===== src/rtl/lcd_bus_ctrl.sv =====
// rtl/lcd_bus_ctrl.sv - HD44780 RS/E/DB driver with command FIFO, 4/8-bit strobes and settle waits
module lcd_bus_ctrl #(
  parameter int BUS_WIDTH         = 4,
  parameter int FIFO_DEPTH        = 4,
  parameter int SETUP_CYCLES      = 1,
  parameter int EN_HIGH_CYCLES    = 4,
  parameter int SHORT_WAIT_CYCLES = 600,
  parameter int LONG_WAIT_CYCLES  = 18300
) (
  input  logic                 clk,
  input  logic                 rst,
  input  logic                 wr_en,
  input  logic                 wr_rs,
  input  logic [7:0]           wr_data,
  input  logic                 wr_nibble_only,
  output logic                 full,
  output logic                 busy,
  output logic                 overflow,
  output logic                 rs_out,
  output logic                 enable_out,
  output logic [BUS_WIDTH-1:0] data_out
);
  // BUS_WIDTH must be 4 or 8; FIFO_DEPTH a power of two >= 2.
  localparam int AW = $clog2(FIFO_DEPTH);
  localparam int CW = $clog2(LONG_WAIT_CYCLES + 1);

  typedef enum logic [2:0] {S_IDLE, S_SETUP, S_EN_HIGH, S_EN_LOW, S_WAIT} state_t;

  state_t         state_q, state_d;
  logic [CW-1:0]  cnt_q, cnt_d;
  logic [9:0]     mem_q [FIFO_DEPTH];
  logic [9:0]     mem_d [FIFO_DEPTH];
  logic [AW-1:0]  wr_ptr_q, wr_ptr_d, rd_ptr_q, rd_ptr_d;
  logic [AW:0]    count_q, count_d;
  logic           overflow_q, overflow_d;
  logic           cur_rs_q, cur_rs_d, cur_nib_q, cur_nib_d, low_phase_q, low_phase_d;
  logic [7:0]     cur_byte_q, cur_byte_d;
  logic           rs_out_q, rs_out_d, enable_q, enable_d;
  logic [BUS_WIDTH-1:0] data_out_q, data_out_d;
  logic           empty, push, pop, long_wait;

  // Full/empty come from the registered count, so they reflect the state before any same-cycle pop.
  assign full      = (count_q == (AW+1)'(FIFO_DEPTH));
  assign empty     = (count_q == '0);
  assign push      = wr_en & ~full;
  assign pop       = (state_q == S_IDLE) & ~empty;
  assign busy      = ~empty | (state_q != S_IDLE);
  assign overflow  = overflow_q;
  assign rs_out    = rs_out_q;
  assign enable_out = enable_q;
  assign data_out  = data_out_q;
  assign long_wait = ~cur_rs_q & ~cur_nib_q &
                     ((cur_byte_q == 8'h01) | (cur_byte_q == 8'h02) | (cur_byte_q == 8'h03));

  // Command FIFO bookkeeping and the sticky overflow flag.
  always_comb begin
    mem_d      = mem_q;
    wr_ptr_d   = wr_ptr_q;
    rd_ptr_d   = rd_ptr_q;
    overflow_d = overflow_q | (wr_en & full);
    if (push) begin
      mem_d[wr_ptr_q] = {wr_nibble_only, wr_rs, wr_data};
      wr_ptr_d        = wr_ptr_q + 1'b1;
    end
    if (pop) rd_ptr_d = rd_ptr_q + 1'b1;
    case ({push, pop})
      2'b10:   count_d = count_q + 1'b1;
      2'b01:   count_d = count_q - 1'b1;
      default: count_d = count_q;
    endcase
  end

  // Strobe sequencer: every state entry reloads the single down-counter.
  always_comb begin
    state_d     = state_q;
    cnt_d       = cnt_q;
    cur_rs_d    = cur_rs_q;
    cur_byte_d  = cur_byte_q;
    cur_nib_d   = cur_nib_q;
    low_phase_d = low_phase_q;
    case (state_q)
      S_IDLE: begin
        if (!empty) begin
          cur_nib_d   = (BUS_WIDTH == 4) ? mem_q[rd_ptr_q][9] : 1'b0;
          cur_rs_d    = mem_q[rd_ptr_q][8];
          cur_byte_d  = mem_q[rd_ptr_q][7:0];
          low_phase_d = 1'b0;
          state_d     = S_SETUP;
          cnt_d       = CW'(SETUP_CYCLES - 1);
        end
      end
      S_SETUP: begin
        if (cnt_q == '0) begin
          state_d = S_EN_HIGH;
          cnt_d   = CW'(EN_HIGH_CYCLES - 1);
        end else cnt_d = cnt_q - 1'b1;
      end
      S_EN_HIGH: begin
        if (cnt_q == '0) begin
          state_d = S_EN_LOW;
          cnt_d   = '0;
        end else cnt_d = cnt_q - 1'b1;
      end
      S_EN_LOW: begin
        if ((BUS_WIDTH == 4) && !low_phase_q && !cur_nib_q) begin
          low_phase_d = 1'b1;
          state_d     = S_SETUP;
          cnt_d       = CW'(SETUP_CYCLES - 1);
        end else begin
          state_d = S_WAIT;
          cnt_d   = long_wait ? CW'(LONG_WAIT_CYCLES - 1) : CW'(SHORT_WAIT_CYCLES - 1);
        end
      end
      S_WAIT: begin
        if (cnt_q == '0) begin
          state_d = S_IDLE;
          cnt_d   = '0;
        end else cnt_d = cnt_q - 1'b1;
      end
      default: begin
        state_d = S_IDLE;
        cnt_d   = '0;
      end
    endcase
  end

  // Pin values follow the current state one cycle later; RS/DB only move in SETUP, so never under E.
  always_comb begin
    rs_out_d   = rs_out_q;
    data_out_d = data_out_q;
    enable_d   = (state_q == S_EN_HIGH);
    if (state_q == S_SETUP) begin
      rs_out_d   = cur_rs_q;
      data_out_d = low_phase_q ? cur_byte_q[BUS_WIDTH-1:0] : cur_byte_q[7 -: BUS_WIDTH];
    end
  end

  // All state and pin registers; reset aborts any transfer and discards queued entries.
  always_ff @(posedge clk) begin
    if (rst) begin
      state_q     <= S_IDLE;
      cnt_q       <= '0;
      mem_q       <= '{default: '0};
      wr_ptr_q    <= '0;
      rd_ptr_q    <= '0;
      count_q     <= '0;
      overflow_q  <= 1'b0;
      cur_rs_q    <= 1'b0;
      cur_byte_q  <= '0;
      cur_nib_q   <= 1'b0;
      low_phase_q <= 1'b0;
      rs_out_q    <= 1'b0;
      enable_q    <= 1'b0;
      data_out_q  <= '0;
    end else begin
      state_q     <= state_d;
      cnt_q       <= cnt_d;
      mem_q       <= mem_d;
      wr_ptr_q    <= wr_ptr_d;
      rd_ptr_q    <= rd_ptr_d;
      count_q     <= count_d;
      overflow_q  <= overflow_d;
      cur_rs_q    <= cur_rs_d;
      cur_byte_q  <= cur_byte_d;
      cur_nib_q   <= cur_nib_d;
      low_phase_q <= low_phase_d;
      rs_out_q    <= rs_out_d;
      enable_q    <= enable_d;
      data_out_q  <= data_out_d;
    end
  end

endmodule

===== config.mk =====
export PLATFORM = sky130hd
export DESIGN_NAME = lcd_bus_ctrl
export DESIGN_NICKNAME = d
export VERILOG_FILES = /design/src/rtl/lcd_bus_ctrl.sv
export SDC_FILE = /design/constraint.sdc
export NUM_CORES = 1
export LEC_CHECK = 0
export ABC_AREA = 1
export BUFFER_PORTS_ARGS = -buffer_cell sky130_fd_sc_hd__clkbuf_2
export CORE_MARGIN = 2
export CORE_UTILIZATION = 30
export CTS_CLUSTER_SIZE = 40
export DETAILED_ROUTE_END_ITERATION = 10
export HOLD_SLACK_MARGIN = 0.03
export PLACE_DENSITY = 0.41
export SLEW_MARGIN = 20
export SYNTH_ARGS = -nofsm -noshare
export SYNTH_HDL_FRONTEND = slang
export SYNTH_SLANG_ARGS = --single-unit

===== constraint.sdc =====
create_clock -name clk -period 2.85 [get_ports clk]
set_input_delay 0.1425 -clock clk [delete_from_list [all_inputs] [get_ports clk]]
set_output_delay 0.1425 -clock clk [all_outputs]
set_load 0.005 [all_outputs]

==> results.md, run 1 <==
* Least-Margin Pin Slew at just under 0.9 ns
* Post-synth top area share at 42.3%
* R2R Setup Slk at 0.64 ns
* Worst Hold Class: primary input to flop
* Worst flop-to-flop path endpoint: count_q[2]
* H-tree Lvls at 3
* EDFF count, synth at 0
* CP delay by family, top: adder cells
* Crit path max fanout at 23
* CP Cell Sequence: nor2_2 > nand2_2 > inv_4 > nand2_4 > inv_4 > ha_1 > inv_1 > fa_1 > a21oi_1 > o21ai_0 > o21ai_0 > a21oi_1
* Storage element area at about 0.0017 sq mm
* Pre-antenna DRT Iters at 4
* Initial antenna violation count at 0
* Worst r2r path cells at 12
* Clock root buffer: clkbuf_16
* Status: finished clean
* Max VDD drop at ~0.34 mV
* Syn avg cell area at around 7.4 sq um
* Vias after detailed routing at 3402
* Post-Route WL at between 10000 and 15000 um
* Setup crit end kind: flop
* Detail Route Antenna Nets at 0
* Worst EP arrival at 2.44 ns
* Setup ws final at around 0.64 ns
* Multi-input logic area at approximately 0.0019 sq mm
* Pleak at around 1.8 nW
* Clk Latency, worst-skew pair at roughly 0.35 ns
* Starting Density at a little under a third
* Fin crit share at around 78%
* Post-Syn Nets at approximately 550
* P per Cell Area at approximately 1200 mW/mm^2
* Synth-to-Final Area Change at 13.9%
* Worst slack, placed at 0.673 ns
* DR vias/cell at 4.71
* Iter 0 DRT Violations at between 200 and 250
* First-pass GRT wire length at 16700 um
* Full die area at 0.0140 sq mm
* GRT Residual Overflow at 0
* Routability cong. at 0.763
* Max cap viols at 0
* Worst Hold Launch: wr_en
* Crit Path Class: flop to flop
* Post-CTS sizing at 0
* CP Launch Point: state_q[0]
* Max Root-Sink Buffers at 2
* Vias in the first global route at between 3000 and 4000
* Fin Clk Skew at 0.00897 ns
* # rows at just over 40
* Largest net degree at the start of global routing at 43
* Slew HR at between 40% and 50%
* All-Layer GR Usage at 15.2%
* CTS clk-pin slew, worst paths at approximately 0.070 ns
* Minimum clock period at approximately 2.2 ns
* Ys Warns at 0
* IO buf count at 21
* Hold-fix buffers, CTS at 0
* Critical Path RT at a little over 3 ns
* RSZ-0062 raised after global routing: no
* Slowest cell on the critical path: fa_1
* Nets at between 500 and 600
* WL per Instance at ~14 um
* Sequential area share after synthesis at 42.3%
* Worst hold stages at 3
* Hold Crit Endpoint: overflow
* Layout cell share with drive strength beyond 1 at between 10 and 15%
* Worst path bufs/invs at 3
* Asr flop ratio synth at 0%
* CTS buffer count at 9
* Ports at 22
* Final setup vio count at 0
* Cells after Synth at between 500 and 600
* DRC viols at 0
* CTS tree: done
* Fmax at 452 MHz
* Distinct cells, synth at 36
* DP HPWL at 6860 um
* Total Neg Setup Slack at 0 ns
* Die Span X at 118 um
* Synth Cell Area at 0.00393 sq mm
* Largest stage delay on the critical path at about 0.38 ns
* Fillers at approximately 1400
* R2r startpoint: state_q[0]
* Post-CTS Setup Inserts at 0
* Register bit count reported by yosys at 83
* Post-synth top area cell: dfxtp_1
* Core box area at 0.0127 sq mm
* Primary FF master, synth: dfxtp_1
* Pins over their slew limit at 0
* Die H at around 120 um
* Synth top area cells: dfxtp_1 (42%), a21oi_1 (9.7%), nand2_1 (8.6%), inv_1 (5.3%), nand3_1 (4.8%)
* Clk sink count at slightly above 80
* Final count of hold timing violations at 0
* ANT cells at 0
* Worst setup SP type: flop
## logic make-up after synthesis
family                   count (synthesis)  share of synthesized area (%)
AO/OA/AOI/OAI                          159                           22.1
XOR/XNOR                                 9                           2.01
adder cells (fa/ha/maj)                  7                           2.42
buffers and inverters                   90                           9.64
flip-flops                              83                           42.3
AND/OR/NAND/NOR                        186                           21.6
## synth_stat cells (2+ instances only)
master and instances:
a211oi_1 3, a21o_1 2, a21oi_1 76, a21oi_2 4, a31oi_1 11, buf_2 9, clkbuf_1 14, dfxtp_1 83
ha_1 6, inv_1 55, inv_2 5, inv_4 3, nand2_1 90, nand2_2 5, nand2_4 3, nand3_1 38
nand3_2 3, nor2_1 35, nor2_2 4, nor2_4 4, o211ai_1 10, o21ai_0 27, o21ai_1 24, xnor2_1 2
xor2_1 7
## cell usage in the layout (no fill, tap or decap), types with 5 or more instances in the layout
cell type  count
clkbuf_2      21
xor2_1         7
nand2_2        5
nand2_1       90
o21ai_1       24
nand3_1       38
clkbuf_16      9
a31oi_1       11
o21ai_0       27
nor2_1        35
inv_2          5
ha_1           6
buf_4          7
o211ai_1      10
inv_1         55
a21oi_1       76
dfxtp_1       83
## layer usage
layer | GRT usage [%] | vias to the layer above | wire length (um)
li1 | - | 1792 | -
met1 | 20.4 | 1569 | 5080
met2 | 23.4 | 33 | 4630
met3 | 4.97 | 8 | 322
met4 | 4.02 | 0 | 138
met5 | 0 | - | 0
## tightest hold or removal path, stage by stage
cell and delay (ns):
clkbuf_2 0.11, nand2_1 0.06, a21oi_1 0.05
## state kept, by name, indices dropped and copies added, names as in the netlist
register,flops
low_phase_q,1
rs_out,1
enable_out,1
rd_ptr_q,2
data_out,4
cur_rs_q,1
mem_q,40
cnt_q,15
cur_byte_q,8
overflow,1
state_q,3
wr_ptr_q,2
count_q,3
cur_nib_q,1
## layout make-up
cell class | count | share of cell area, %
tap | 172 | 4.81
sequential | 83 | 37.1
inverter | 63 | 5.45
clock buffer | 9 | 5.03
clock inverter | 7 | 1.84
timing repair buffer | 28 | 3.52
multi-input combinational | 361 | 42.2
## how the worst max path moves through the flow
stage	endpoint	slack, ns	cells past startpoint
6_report	count_q[2]	0.64	12
5_1_grt	count_q[2]	0.39	12
4_1_cts	count_q[2]	0.65	12
3_5_place_dp	count_q[2]	0.67	12
3_3_place_gp	count_q[2]	0.72	12
2_1_floorplan	count_q[2]	0.80	13
## per-stage QoR
stage / instances / total power [mW] / hold slack [ns] / utilization [%] / instance area [sq um]
after global placement: 707 / 4.36 / 0.419 / 32.8 / 4170
after global routing: 723 / 6.05 / 0.0606 / 35.2 / 4480
final: 723 / 5.52 / 0.0634 / 35.2 / 4480
after floorplan: 534 / 3.81 / 0.285 / - / 3930
after CTS: 723 / 5.61 / 0.0547 / 35.2 / 4480
after detailed placement: 707 / 4.36 / 0.431 / 32.8 / 4170
## where the power goes
| part | switching, mW | total, mW | internal [mW] |
|---|---|---|---|
| Sequential | 0.278 | 1.73 | 1.45 |
| Combinational | 1.68 | 2.58 | 0.908 |
| Clock | 0.517 | 1.21 | 0.693 |
| Total | 2.47 | 5.52 | 3.05 |
(Power assumes the default switching activity.)
==> inputs of run 2 (changes only) <==
==> constraint.sdc (replaced) <==
create_clock -name clk -period 2.05 [get_ports clk]
set_input_delay 0.1025 -clock clk [delete_from_list [all_inputs] [get_ports clk]]
set_output_delay 0.1025 -clock clk [all_outputs]
set_load 0.005 [all_outputs]
==> run 2 against run 1 <==
Effect of this change:
- via count is 1.7% higher
- fmax grew 18%
- critical path depth did not move
- largest power group unchanged
- worst setup slack worse by 0.46 ns
- hold slack got worse by 0.0080 ns
- combinational power up 45%
- global-route usage rose by 0.15 points
==> results.md, run 2 (synthesis results as in run 1) <==
* Status: finished clean
* R2r startpoint: state_q[2]
* Setup ws final at between 0.15 and 0.2 ns
* P per Cell Area at between 1500 and 2000 mW/mm^2
* Clock root buffer: clkbuf_16
* Pins over their slew limit at 0
* Initial antenna violation count at 0
* Ports at 22
* Sw Ratio at around 44%
* Worst hold stages at 3
* Slew HR at 66.1%
* Crit Path Class: flop to flop
* Post-placement cell count at about 710
* Fin Clk Skew at 0.0105 ns
* Total net switching power at 3.40 mW
* Clk sink count at 83
* Worst flop-to-flop path endpoint: count_q[2]
* Vias after detailed routing at between 3000 and 4000
* Vias in the first global route at ~3300
* Largest net degree at the start of global routing at 43
* Pleak at 1.79 nW
* Worst r2r path cells at 12
* Pre-antenna DRT Iters at 4
* Max cap viols at 0
* Clk Latency, worst-skew pair at 0.34 ns
* Most used cells in the layout excluding fill and tap cells: nand2_1 (90), dfxtp_1 (83), a21oi_1 (76)
* Hold WS at approximately 0.055 ns
* Least-Margin Pin Slew at around 0.5 ns
* Worst EP arrival at roughly 2.1 ns
* Critical Path RT at approximately 2.3 ns
* Combinational share of power at 48.4%
* Final setup vio count at 0
* Max VDD drop at roughly 0.47 mV
* Detail Route Antenna Nets at 0
* Placed Instance Area at between 0.004 and 0.005 sq mm
* CTS tree: done
* Sequential power share at 30.5%
* Full die area at roughly 0.014 sq mm
* All-Layer GR Usage at 15.3%
* WL per Instance at 14.0 um
* Max reg flops at 40
* Starting Density at between 30 and 40%
* DP HPWL at just under 7000 um
* Worst setup SP type: flop
* RSZ-0062 raised after global routing: no
* Hold Crit Endpoint: mem_q[13]
* Share of total power in the clock network at around a fifth
* Worst slack, placed at ~0.13 ns
* DR vias/cell at approximately 4.7
* Synth-to-Final Area Change at 14.8%
* First-pass GRT wire length at ~17000 um
* Fin crit share at slightly above 90%
* Nets at ~570
* Internal power at about 4.3 mW
* IO buf count at 21
* Die Span X at around 120 um
* DRC viols at 0
* R2R Setup Slk at about 0.18 ns
* Core box area at 0.0127 sq mm
* CTS buffer count at 9
* ANT cells at 0
* Die H at around 120 um
* # rows at a little over 40
* Post-Route WL at between 10000 and 15000 um
* Crit path max fanout at 4
* GRT Residual Overflow at 0
* Minimum clock period at roughly 1.9 ns
* Final instance area at 0.00451 sq mm
* Iter 0 DRT Violations at 127
* Worst Hold Class: primary input to flop
* CTS clk-pin slew, worst paths at about 0.060 ns
* Total Neg Setup Slack at 0 ns
* Layout cell share with drive strength beyond 1 at 14.2%
* Most common cell after layout, fill and taps aside: nand2_1
* Max Root-Sink Buffers at 2
* Most flops, register: mem_q
* Largest registers: mem_q x40, cnt_q x15, cur_byte_q x8
* Fmax at between 500 and 600 MHz
* Non-filler instance count after layout at 729
* Final count of hold timing violations at 0
* Setup crit end kind: flop
* Routability cong. at 0.773
* Fillers at 1428
* Worst Hold Launch: wr_data[3]
* H-tree Lvls at 3
-- run 2: power by group through the flow --
stage	Combinational, mW	Sequential [mW]	Clock [mW]
4_1_cts	3.78	2.36	1.70
3_5_place_dp	3.76	2.39	0
2_1_floorplan	3.01	2.29	0
6_report	3.73	2.36	1.63
3_3_place_gp	3.74	2.38	0
5_1_grt	4.26	2.41	1.76
-- run 2: final cells by class --
cell class	count	area, sq um	share of cell area, %
Multi-Input combinational cell	361	1890	41.9
Sequential cell	83	1660	36.8
Inverter	63	244	5.41
Clock buffer	11	243	5.38
Tap cell	172	215	4.77
Timing Repair Buffer	34	205	4.55
Clock inverter	5	52.6	1.16
-- run 2: how the worst max path moves through the flow --
stage,slack (ns),to,from
2_1_floorplan,0.04,count_q[2],state_q[0]
3_3_place_gp,0.17,count_q[2],state_q[0]
3_5_place_dp,0.13,count_q[2],state_q[0]
4_1_cts,0.12,count_q[2],state_q[0]
5_1_grt,0.001,count_q[2],state_q[2]
6_report,0.18,count_q[2],state_q[2]
-- run 2: what timing repair did --
item / CTS / global route
setup buffers: 0 / 1
hold buffers: 1 / 0
endpoints found under the hold margin: 1 / 0
endpoints found under the setup margin: 0 / 1
resized for setup: 0 / 2
-- run 2: per-stage QoR --
step                      util [%]  power (mW)
final                         35.5        7.72
after global routing          35.5        8.43
after CTS                     35.4        7.84
after detailed placement      33.0        6.15
after global placement        33.0        6.13
after floorplan                  -        5.31
-- run 2: routing by layer --
layer | part of all wire [%] | up-vias | global-route usage (%)
met5 | 0 | - | 0
met4 | 1.8 | 0 | 4.99
met3 | 3.2 | 12 | 4.44
met2 | 50 | 42 | 27.0
met1 | 45 | 1593 | 17.9
li1 | - | 1813 | -
-- run 2: critical path: stages, from the launching register on --
cell and delay (ns):
dfxtp_1 0.33, nor2_2 0.14, nand2_2 0.10, inv_4 0.08, nand2_4 0.06, inv_4 0.05, ha_1 0.12, inv_1 0.06
fa_1 0.38, a21oi_1 0.13, o21ai_1 0.09, o21ai_1 0.15, a21oi_1 0.05
